===== config.mk =====
export PLATFORM = sky130hd
export DESIGN_NAME = blockmem_1p_initiator_flat
export DESIGN_NICKNAME = d
export VERILOG_FILES = /design/src/rtl/blockmem_pkg.sv /design/src/rtl/blockmem_1p_initiator_if.sv /design/src/rtl/blockmem_rsp_fifo.sv /design/src/rtl/blockmem_1p_initiator.sv /design/src/flat_wrapper.sv
export SDC_FILE = /design/constraint.sdc
export NUM_CORES = 1
export LEC_CHECK = 0
export ABC_CLOCK_PERIOD_IN_PS = 3300
export BUFFER_PORTS_ARGS = -buffer_cell sky130_fd_sc_hd__buf_2
export CORE_MARGIN = 2
export CORE_UTILIZATION = 57
export DETAILED_ROUTE_END_ITERATION = 7
export PLACE_DENSITY_LB_ADDON = 0.3
export RECOVER_POWER = 100
export SLEW_MARGIN = 30
export SYNTH_ARGS = -nofsm -noshare
export SYNTH_HDL_FRONTEND = slang
export SYNTH_SLANG_ARGS = --single-unit
export TNS_END_PERCENT = 10

===== constraint.sdc =====
create_clock -name clk -period 3.3 [get_ports clk]
set_input_delay 0.165 -clock clk [delete_from_list [all_inputs] [get_ports clk]]
set_output_delay 0.165 -clock clk [all_outputs]
set_load 0.02 [all_outputs]

===== src/rtl/blockmem_pkg.sv =====
// Shared definitions for the blockmem front-ends and wrappers: width helpers
// and the response kind carried alongside read data.
package blockmem_pkg;

  function automatic int pad_width(input int data_width);
    return (data_width + 7) & ~7;
  endfunction

  function automatic int we_width(input int padded_width, input int bw_enable);
    return (((padded_width - 1) / 8) * bw_enable) + 1;
  endfunction

  typedef enum logic {
    RSP_READ  = 1'b0,
    RSP_WRITE = 1'b1
  } rsp_kind_e;

endpackage


===== src/rtl/blockmem_1p_initiator_if.sv =====
// Request/response stream plus the single memory port it drives. The master
// side is the requester together with the memory instance behind the port.
interface blockmem_1p_initiator_if #(
  parameter int G_DATAWIDTH = 32,
  parameter int G_ADDRWIDTH = 10,
  parameter int G_WEWIDTH   = 1
);
  logic                   req_valid;
  logic                   req_ready;
  logic                   req_write;
  logic [G_ADDRWIDTH-1:0] req_addr;
  logic [G_DATAWIDTH-1:0] req_wdata;
  logic [G_WEWIDTH-1:0]   req_wstrb;
  logic                   rsp_valid;
  logic                   rsp_ready;
  logic                   rsp_write;
  logic [G_DATAWIDTH-1:0] rsp_rdata;
  logic                   ena;
  logic [G_WEWIDTH-1:0]   wea;
  logic [G_ADDRWIDTH-1:0] addra;
  logic [G_DATAWIDTH-1:0] dina;
  logic [G_DATAWIDTH-1:0] douta;

  modport master (
    output req_valid, req_write, req_addr, req_wdata, req_wstrb, rsp_ready, douta,
    input  req_ready, rsp_valid, rsp_write, rsp_rdata, ena, wea, addra, dina
  );

  modport slave (
    input  req_valid, req_write, req_addr, req_wdata, req_wstrb, rsp_ready, douta,
    output req_ready, rsp_valid, rsp_write, rsp_rdata, ena, wea, addra, dina
  );
endinterface


===== src/rtl/blockmem_rsp_fifo.sv =====
// Small synchronous FIFO built as a shift register so the head entry is
// always a flop output. Pushes into a full FIFO without a pop are dropped.
module blockmem_rsp_fifo #(
  parameter int G_DEPTH = 3,
  parameter int G_WIDTH = 33
) (
  input  logic               clk,
  input  logic               rst,
  input  logic               push,
  input  logic [G_WIDTH-1:0] push_data,
  input  logic               pop,
  output logic               empty,
  output logic [G_WIDTH-1:0] head
);
  localparam int C_CNTW = $clog2(G_DEPTH + 1);

  logic [G_WIDTH-1:0] entries     [G_DEPTH];
  logic [G_WIDTH-1:0] entries_nxt [G_DEPTH];
  logic [C_CNTW-1:0]  count;
  logic [C_CNTW-1:0]  count_nxt;
  logic               do_push;
  logic               do_pop;

  assign do_pop  = pop & (count != '0);
  assign do_push = push & ((count != C_CNTW'(G_DEPTH)) | do_pop);

  // NOTE: every variable gets a default before any branch, so no latch is
  // inferred; blocking assignments here build the next state in order (shift,
  // then insert at the post-pop fill level).
  always_comb begin
    entries_nxt = entries;
    count_nxt   = count;
    if (do_pop) begin
      for (int i = 0; i < G_DEPTH - 1; i++) entries_nxt[i] = entries[i+1];
      count_nxt = count - C_CNTW'(1);
    end
    if (do_push) begin
      for (int i = 0; i < G_DEPTH; i++) begin
        if (C_CNTW'(i) == count_nxt) entries_nxt[i] = push_data;
      end
      count_nxt = count_nxt + C_CNTW'(1);
    end
  end

  // NOTE: the storage is reset too; at this depth it is a handful of flops and
  // it guarantees the head reads as zero straight out of reset.
  always_ff @(posedge clk) begin
    if (rst) begin
      count <= '0;
      for (int i = 0; i < G_DEPTH; i++) entries[i] <= '0;
    end else begin
      count   <= count_nxt;
      entries <= entries_nxt;
    end
  end

  assign empty = (count == '0);
  assign head  = entries[0];

endmodule


===== src/rtl/blockmem_1p_initiator.sv =====
// Valid/ready front-end for one blockmem port: drives the memory straight from
// accepted requests and returns in-order responses, credit-limited to the FIFO.
module blockmem_1p_initiator
  import blockmem_pkg::*;
#(
  parameter int G_DATAWIDTH = 32,
  parameter int G_MEMDEPTH  = 1024,
  parameter int G_BWENABLE  = 0,
  parameter int G_RDLATENCY = 1,
  parameter int G_ADDRWIDTH = $clog2(G_MEMDEPTH),
  parameter int G_PADWIDTH  = pad_width(G_DATAWIDTH),
  parameter int G_WEWIDTH   = we_width(G_PADWIDTH, G_BWENABLE)
) (
  input logic                    clk,
  input logic                    rst,
  blockmem_1p_initiator_if.slave bus
);
  localparam int C_DEPTH = G_RDLATENCY + 2;
  localparam int C_CREDW = $clog2(C_DEPTH + 1);

  typedef struct packed {
    rsp_kind_e              kind;
    logic [G_DATAWIDTH-1:0] rdata;
  } rsp_entry_t;

  logic [C_CREDW-1:0]     credits;
  logic                   accept;
  logic                   pop;
  logic [G_RDLATENCY-1:0] tag_valid;
  logic [G_RDLATENCY-1:0] tag_write;
  logic                   fifo_empty;
  rsp_entry_t             push_entry;
  rsp_entry_t             head_entry;

  assign bus.req_ready = ~rst & (credits != '0);
  assign accept        = bus.req_valid & bus.req_ready;
  assign pop           = bus.rsp_valid & bus.rsp_ready;

  assign bus.ena   = accept;
  assign bus.wea   = (accept & bus.req_write) ? bus.req_wstrb : '0;
  assign bus.addra = bus.req_addr;
  assign bus.dina  = bus.req_wdata;

  // A credit is a reserved FIFO slot: taken at accept, returned at pop, so a
  // read is never issued unless its data has somewhere to land.
  always_ff @(posedge clk) begin
    if (rst) begin
      credits   <= C_CREDW'(C_DEPTH);
      tag_valid <= '0;
      tag_write <= '0;
    end else begin
      if (accept && !pop) credits <= credits - C_CREDW'(1);
      else if (pop && !accept) credits <= credits + C_CREDW'(1);
      tag_valid[0] <= accept;
      tag_write[0] <= bus.req_write;
      for (int i = 1; i < G_RDLATENCY; i++) begin
        tag_valid[i] <= tag_valid[i-1];
        tag_write[i] <= tag_write[i-1];
      end
    end
  end

  always_comb begin
    push_entry.kind  = rsp_kind_e'(tag_write[G_RDLATENCY-1]);
    push_entry.rdata = tag_write[G_RDLATENCY-1] ? '0 : bus.douta;
  end

  blockmem_rsp_fifo #(
    .G_DEPTH (C_DEPTH),
    .G_WIDTH ($bits(rsp_entry_t))
  ) u_rsp_fifo (
    .clk       (clk),
    .rst       (rst),
    .push      (tag_valid[G_RDLATENCY-1]),
    .push_data (push_entry),
    .pop       (pop),
    .empty     (fifo_empty),
    .head      (head_entry)
  );

  assign bus.rsp_valid = ~fifo_empty;
  assign bus.rsp_write = (head_entry.kind == RSP_WRITE);
  assign bus.rsp_rdata = head_entry.rdata;

endmodule


===== src/flat_wrapper.sv =====
// flat-port wrapper written by rule: the top's interface ports become plain ports
module blockmem_1p_initiator_flat import blockmem_pkg::*;
#(
  parameter int G_DATAWIDTH = 32,
  parameter int G_MEMDEPTH  = 1024,
  parameter int G_BWENABLE  = 0,
  parameter int G_RDLATENCY = 1,
  parameter int G_ADDRWIDTH = $clog2(G_MEMDEPTH),
  parameter int G_PADWIDTH  = pad_width(G_DATAWIDTH),
  parameter int G_WEWIDTH   = we_width(G_PADWIDTH, G_BWENABLE)
)
  (clk, rst, bus_req_valid, bus_req_write, bus_req_addr, bus_req_wdata, bus_req_wstrb, bus_rsp_ready, bus_douta, bus_req_ready, bus_rsp_valid, bus_rsp_write, bus_rsp_rdata, bus_ena, bus_wea, bus_addra, bus_dina);
  blockmem_1p_initiator_if #(.G_DATAWIDTH(G_DATAWIDTH), .G_ADDRWIDTH(G_ADDRWIDTH), .G_WEWIDTH(G_WEWIDTH)) bus_i ();
  input logic clk;
  input logic rst;
  input wire logic [$bits(bus_i.req_valid)-1:0] bus_req_valid;
  input wire logic [$bits(bus_i.req_write)-1:0] bus_req_write;
  input wire logic [$bits(bus_i.req_addr)-1:0] bus_req_addr;
  input wire logic [$bits(bus_i.req_wdata)-1:0] bus_req_wdata;
  input wire logic [$bits(bus_i.req_wstrb)-1:0] bus_req_wstrb;
  input wire logic [$bits(bus_i.rsp_ready)-1:0] bus_rsp_ready;
  input wire logic [$bits(bus_i.douta)-1:0] bus_douta;
  output wire logic [$bits(bus_i.req_ready)-1:0] bus_req_ready;
  output wire logic [$bits(bus_i.rsp_valid)-1:0] bus_rsp_valid;
  output wire logic [$bits(bus_i.rsp_write)-1:0] bus_rsp_write;
  output wire logic [$bits(bus_i.rsp_rdata)-1:0] bus_rsp_rdata;
  output wire logic [$bits(bus_i.ena)-1:0] bus_ena;
  output wire logic [$bits(bus_i.wea)-1:0] bus_wea;
  output wire logic [$bits(bus_i.addra)-1:0] bus_addra;
  output wire logic [$bits(bus_i.dina)-1:0] bus_dina;
  assign bus_i.req_valid = bus_req_valid;
  assign bus_i.req_write = bus_req_write;
  assign bus_i.req_addr = bus_req_addr;
  assign bus_i.req_wdata = bus_req_wdata;
  assign bus_i.req_wstrb = bus_req_wstrb;
  assign bus_i.rsp_ready = bus_rsp_ready;
  assign bus_i.douta = bus_douta;
  assign bus_req_ready = bus_i.req_ready;
  assign bus_rsp_valid = bus_i.rsp_valid;
  assign bus_rsp_write = bus_i.rsp_write;
  assign bus_rsp_rdata = bus_i.rsp_rdata;
  assign bus_ena = bus_i.ena;
  assign bus_wea = bus_i.wea;
  assign bus_addra = bus_i.addra;
  assign bus_dina = bus_i.dina;
  blockmem_1p_initiator #(.G_DATAWIDTH(G_DATAWIDTH), .G_MEMDEPTH(G_MEMDEPTH), .G_BWENABLE(G_BWENABLE), .G_RDLATENCY(G_RDLATENCY), .G_ADDRWIDTH(G_ADDRWIDTH), .G_PADWIDTH(G_PADWIDTH), .G_WEWIDTH(G_WEWIDTH)) u_core (.clk(clk), .rst(rst), .bus(bus_i));
endmodule

==> flow_summary.html <==
<table>
<tr><th>Metric</th><th>Value</th></tr>
<tr><th colspan="2">Timing</th></tr>
<tr><td>Fraction of the cycle the final worst path needs</td><td>86.5%</td></tr>
<tr><td>Transition time of the tightest slew-check pin</td><td>2220 ps</td></tr>
<tr><td>Final total negative setup slack</td><td>0 ps</td></tr>
<tr><td>Setup repair after global routing missed its margin</td><td>false</td></tr>
<tr><td>Skew final</td><td>13.0 ps</td></tr>
<tr><td>Max-Slew Margin vs Limit</td><td>-48.1%</td></tr>
<tr><td>Final Critical Period</td><td>2850 ps</td></tr>
<tr><td>Final hold vios</td><td>0</td></tr>
<tr><td>Max Clock Freq</td><td>350 MHz</td></tr>
<tr><td>Max-slew violation total from the final report</td><td>141</td></tr>
<tr><td>Final setup violation count</td><td>0</td></tr>
<tr><th colspan="2">Flow run</th></tr>
<tr><td>Number of max-capacitance violations reported</td><td>1</td></tr>
<tr><th colspan="2">Finish</th></tr>
<tr><td>Antenna fix cells</td><td>0</td></tr>
<tr><td>Layout Nets</td><td>665</td></tr>
<tr><td>Multi-input gate area in the final layout</td><td>2740 um^2</td></tr>
<tr><td>Share of cells above drive strength 1</td><td>12.0%</td></tr>
<tr><td>Fill cells</td><td>903</td></tr>
<tr><td>Final Core Density</td><td>57.8%</td></tr>
<tr><td>Area growth, synth to finish</td><td>-1.84%</td></tr>
<tr><td>Combined flip-flop and latch cell area</td><td>2100 um^2</td></tr>
<tr><th colspan="2">Run status</th></tr>
<tr><td>Violated checks</td><td>max-capacitance violations, max-slew violations</td></tr>
<tr><td>Status</td><td>complete, but fails checks</td></tr>
<tr><th colspan="2">Floorplanning</th></tr>
<tr><td>Chip Width</td><td>105 um</td></tr>
<tr><td>Number of primary I/O pins</td><td>159</td></tr>
<tr><td>Floorplan die height</td><td>105 um</td></tr>
<tr><td>Starting density of the core</td><td>58.9%</td></tr>
<tr><td>Floorplan core area</td><td>9820 um^2</td></tr>
<tr><td>Die area</td><td>11,000 um^2</td></tr>
<tr><td>Placement row count</td><td>36</td></tr>
<tr><th colspan="2">GRT</th></tr>
<tr><td>Met2 capacity usage during global routing</td><td>35.7%</td></tr>
<tr><td>Global routing usage on met1</td><td>26.9%</td></tr>
<tr><td>Grt peak-use layer</td><td>met2</td></tr>
<tr><td>Initial antenna violation count</td><td>0</td></tr>
<tr><td>Met3 Track Usage GR</td><td>3.12%</td></tr>
<tr><td>Global-route wire length before repair</td><td>19,300 um</td></tr>
<tr><td>Largest net degree at the start of global routing</td><td>141</td></tr>
<tr><td>Total overflow reported by the global router</td><td>0</td></tr>
<tr><td>GRT Total Usage</td><td>21.4%</td></tr>
<tr><td>Number of global-route vias before repair</td><td>4,022</td></tr>
<tr><th colspan="2">Clock network</th></tr>
<tr><td>CTS max path bufs</td><td>2</td></tr>
<tr><td>H-tree depth</td><td>3</td></tr>
<tr><td>Number of sinks driven by the clock tree</td><td>105</td></tr>
<tr><td>CTS tree</td><td>built</td></tr>
<tr><td>Post-CTS setup buffers</td><td>0</td></tr>
<tr><td># resized after CTS</td><td>0</td></tr>
<tr><td>Worst skew pair latency</td><td>350 ps</td></tr>
<tr><td>Number of CTS-inserted buffers</td><td>9</td></tr>
<tr><td>Post-CTS Hold Fix Bufs</td><td>0</td></tr>
<tr><td>Clock-pin transition on the worst setup and hold timing paths</td><td>100 ps</td></tr>
<tr><td>Clock root buffer master</td><td>clkbuf_8</td></tr>
<tr><th colspan="2">Logic synthesis</th></tr>
<tr><td>Post-synth top area cell</td><td>dfxtp_1</td></tr>
<tr><td>Cell area after synthesis</td><td>5780 um^2</td></tr>
<tr><td>Total of flip-flops plus latches after synthesis</td><td>105</td></tr>
<tr><td>Top cells by area in the synthesized netlist</td><td>dfxtp_1 36%, mux2i_1 17%, a221oi_1 9.8%, buf_4 9.7%, nand2b_1 7.4%</td></tr>
<tr><td>Share of the yosys chip area belonging to registers</td><td>36.4%</td></tr>
<tr><td>Post-Synthesis Net Count</td><td>690</td></tr>
<tr><td>Fraction of synthesized cell area taken by the top area cell type</td><td>36.4%</td></tr>
<tr><td>Mapped Cells</td><td>604</td></tr>
<tr><td>Post-synthesis average cell area</td><td>9.57 um^2</td></tr>
<tr><td>Yosys warning total</td><td>0</td></tr>
<tr><td>Distinct cells, synth</td><td>30</td></tr>
<tr><th colspan="2">Min path</th></tr>
<tr><td>Hold_sp</td><td>bus_req_write</td></tr>
<tr><td>Hold Crit Class</td><td>in -&gt; reg</td></tr>
<tr><td>Number of instances on the worst hold path</td><td>2</td></tr>
<tr><th colspan="2">Route</th></tr>
<tr><td>Wirelength, routed</td><td>11,600 um</td></tr>
<tr><td>Drt pass-1 iters</td><td>4</td></tr>
<tr><td>Initial detailed-routing violation count</td><td>215</td></tr>
<tr><td>Total number of vias</td><td>3,981</td></tr>
<tr><td>Number of nets with antenna violations after routing</td><td>0</td></tr>
<tr><td>DRC viols</td><td>0</td></tr>
<tr><td>Vias per cell</td><td>5.55</td></tr>
<tr><td>WL/cell</td><td>16.1 um</td></tr>
<tr><th colspan="2">Pwr</th></tr>
<tr><td>Power density of the placed cells</td><td>565 nW/um^2</td></tr>
<tr><td>Maximum ir drop on the vdd rail</td><td>0.319 mV</td></tr>
<tr><td>Leak</td><td>2.54 nW</td></tr>
<tr><th colspan="2">Setup path</th></tr>
<tr><td>Critical path startpoint</td><td>u_core.u_rsp_fifo.count[0]</td></tr>
<tr><td>Type of destination of the critical path</td><td>flop</td></tr>
<tr><td>Arrival time at the worst endpoint</td><td>2960 ps</td></tr>
<tr><td>Startpoint type of the worst setup path</td><td>flop</td></tr>
<tr><td>Data required, critical path</td><td>3410 ps</td></tr>
<tr><td>Critical Path Fanout Max</td><td>22</td></tr>
<tr><td>Number of cells on the worst reg-to-reg path</td><td>10</td></tr>
<tr><td>Reg-to-reg startpoint</td><td>u_core.u_rsp_fifo.count[0]</td></tr>
<tr><td>Setup CP Type</td><td>reg -&gt; reg</td></tr>
<tr><th colspan="2">Placement</th></tr>
<tr><td>GPL Wtd Cong</td><td>0.789</td></tr>
<tr><td>Placed wire-length estimate after detailed placement</td><td>7430 um</td></tr>
<tr><td>Number of I/O port buffers</td><td>74</td></tr>
</table>
## metal layers
layer | vias up | routed length, um
li1 | 1975 | -
met1 | 1849 | 5060
met2 | 105 | 5520
met3 | 52 | 558
met4 | 0 | 408
met5 | - | 0
## flip-flops by register name (all words and copies together) (netlist names)
signal                     count
u_core.u_rsp_fifo.count        2
u_core.u_rsp_fifo.entries     66
u_core.u_rsp_fifo.head        33
u_core.credits                 2
u_core.tag_write               1
u_core.tag_valid               1
## worst max-delay path, stage by stage (launching register included)
cell and delay (ps):
dfxtp_1 400, inv_1 80, ha_1 240, nor2b_4 260, inv_12 120, mux2_1 390
ha_1 230, nand2_1 280, a21o_1 150, clkbuf_2 320, a221oi_1 150
## area by class of cell
| class | count | area share [%] |
|---|---|---|
| clock buffer | 12 | 2.38 |
| clock inverter | 4 | 0.948 |
| inverter | 7 | 0.683 |
| multi-input combinational | 368 | 48.3 |
| sequential | 105 | 37.0 |
| tap | 133 | 2.93 |
| timing repair buffer | 88 | 7.69 |
## where the power goes
group          internal (mW)  switching [mW]
Clock                  0.354           0.416
Combinational          0.379           0.549
Sequential              1.42          0.0892
## metrics by stage
step	worst slack (ps)	instance area [um^2]	total power [mW]	hold slack, ps	cells
2_1_floorplan	1030	5780	2.48	293	604
4_1_cts	636	5730	3.26	25.2	717
6_report	446	5680	3.21	39.2	717
5_1_grt	222	5680	3.39	32.3	717
3_5_place_dp	651	5540	2.49	330	701
3_3_place_gp	716	5540	2.46	330	701
## final timing paths
check                                                     end  slack, ps
worst max-delay path                u_core.u_rsp_fifo.head[0]        450
worst min-delay path                         u_core.tag_write         40
worst max register to register      u_core.u_rsp_fifo.head[0]        450
worst min register to register  u_core.u_rsp_fifo.entries[31]        480
## cell usage in the layout, fill, tap and decap left out, types with 2 or more instances in the layout
cell type,count
a211oi_1,2
a21o_1,3
a21oi_1,2
a221oi_1,65
buf_2,36
buf_4,10
clkbuf_1,40
clkbuf_2,3
clkbuf_8,9
clkinvlp_4,2
dfxtp_1,105
ha_1,6
inv_1,6
mux2i_1,100
nand2_1,3
nand2b_1,68
nand3b_1,2
nor2_1,68
nor2b_1,34
nor3b_1,2
o21ai_0,2
xnor2_1,2
## synthesized netlist by cell type (all sizes together)
cell type    n
a211oi       2
nor3         1
xnor2        2
a21o         3
nor2b       35
mux2         2
nor2        68
ha           6
a221oi      65
and3         1
inv          7
a21oi        3
nand3b       2
mux2i      100
nor3b        2
o21ai        2
clkbuf      26
nand2        4
xor2         1
nand2b      68
buf         98
or3b         1
dfxtp      105
## logic make-up (layout without fill, tap and decap cells)
family | Yosys count | after routing | share of synthesized area [%]
simple gates | 182 | 182 | 16.8
buf+inv | 131 | 111 | 16.3
flops | 105 | 105 | 36.4
mux | 102 | 102 | 17.7
compound gates | 75 | 75 | 11.1
fa+ha+maj | 6 | 6 | 1.30
xor+xnor | 3 | 3 | 0.455
Note: power is estimated with default switching activity, not from simulation.
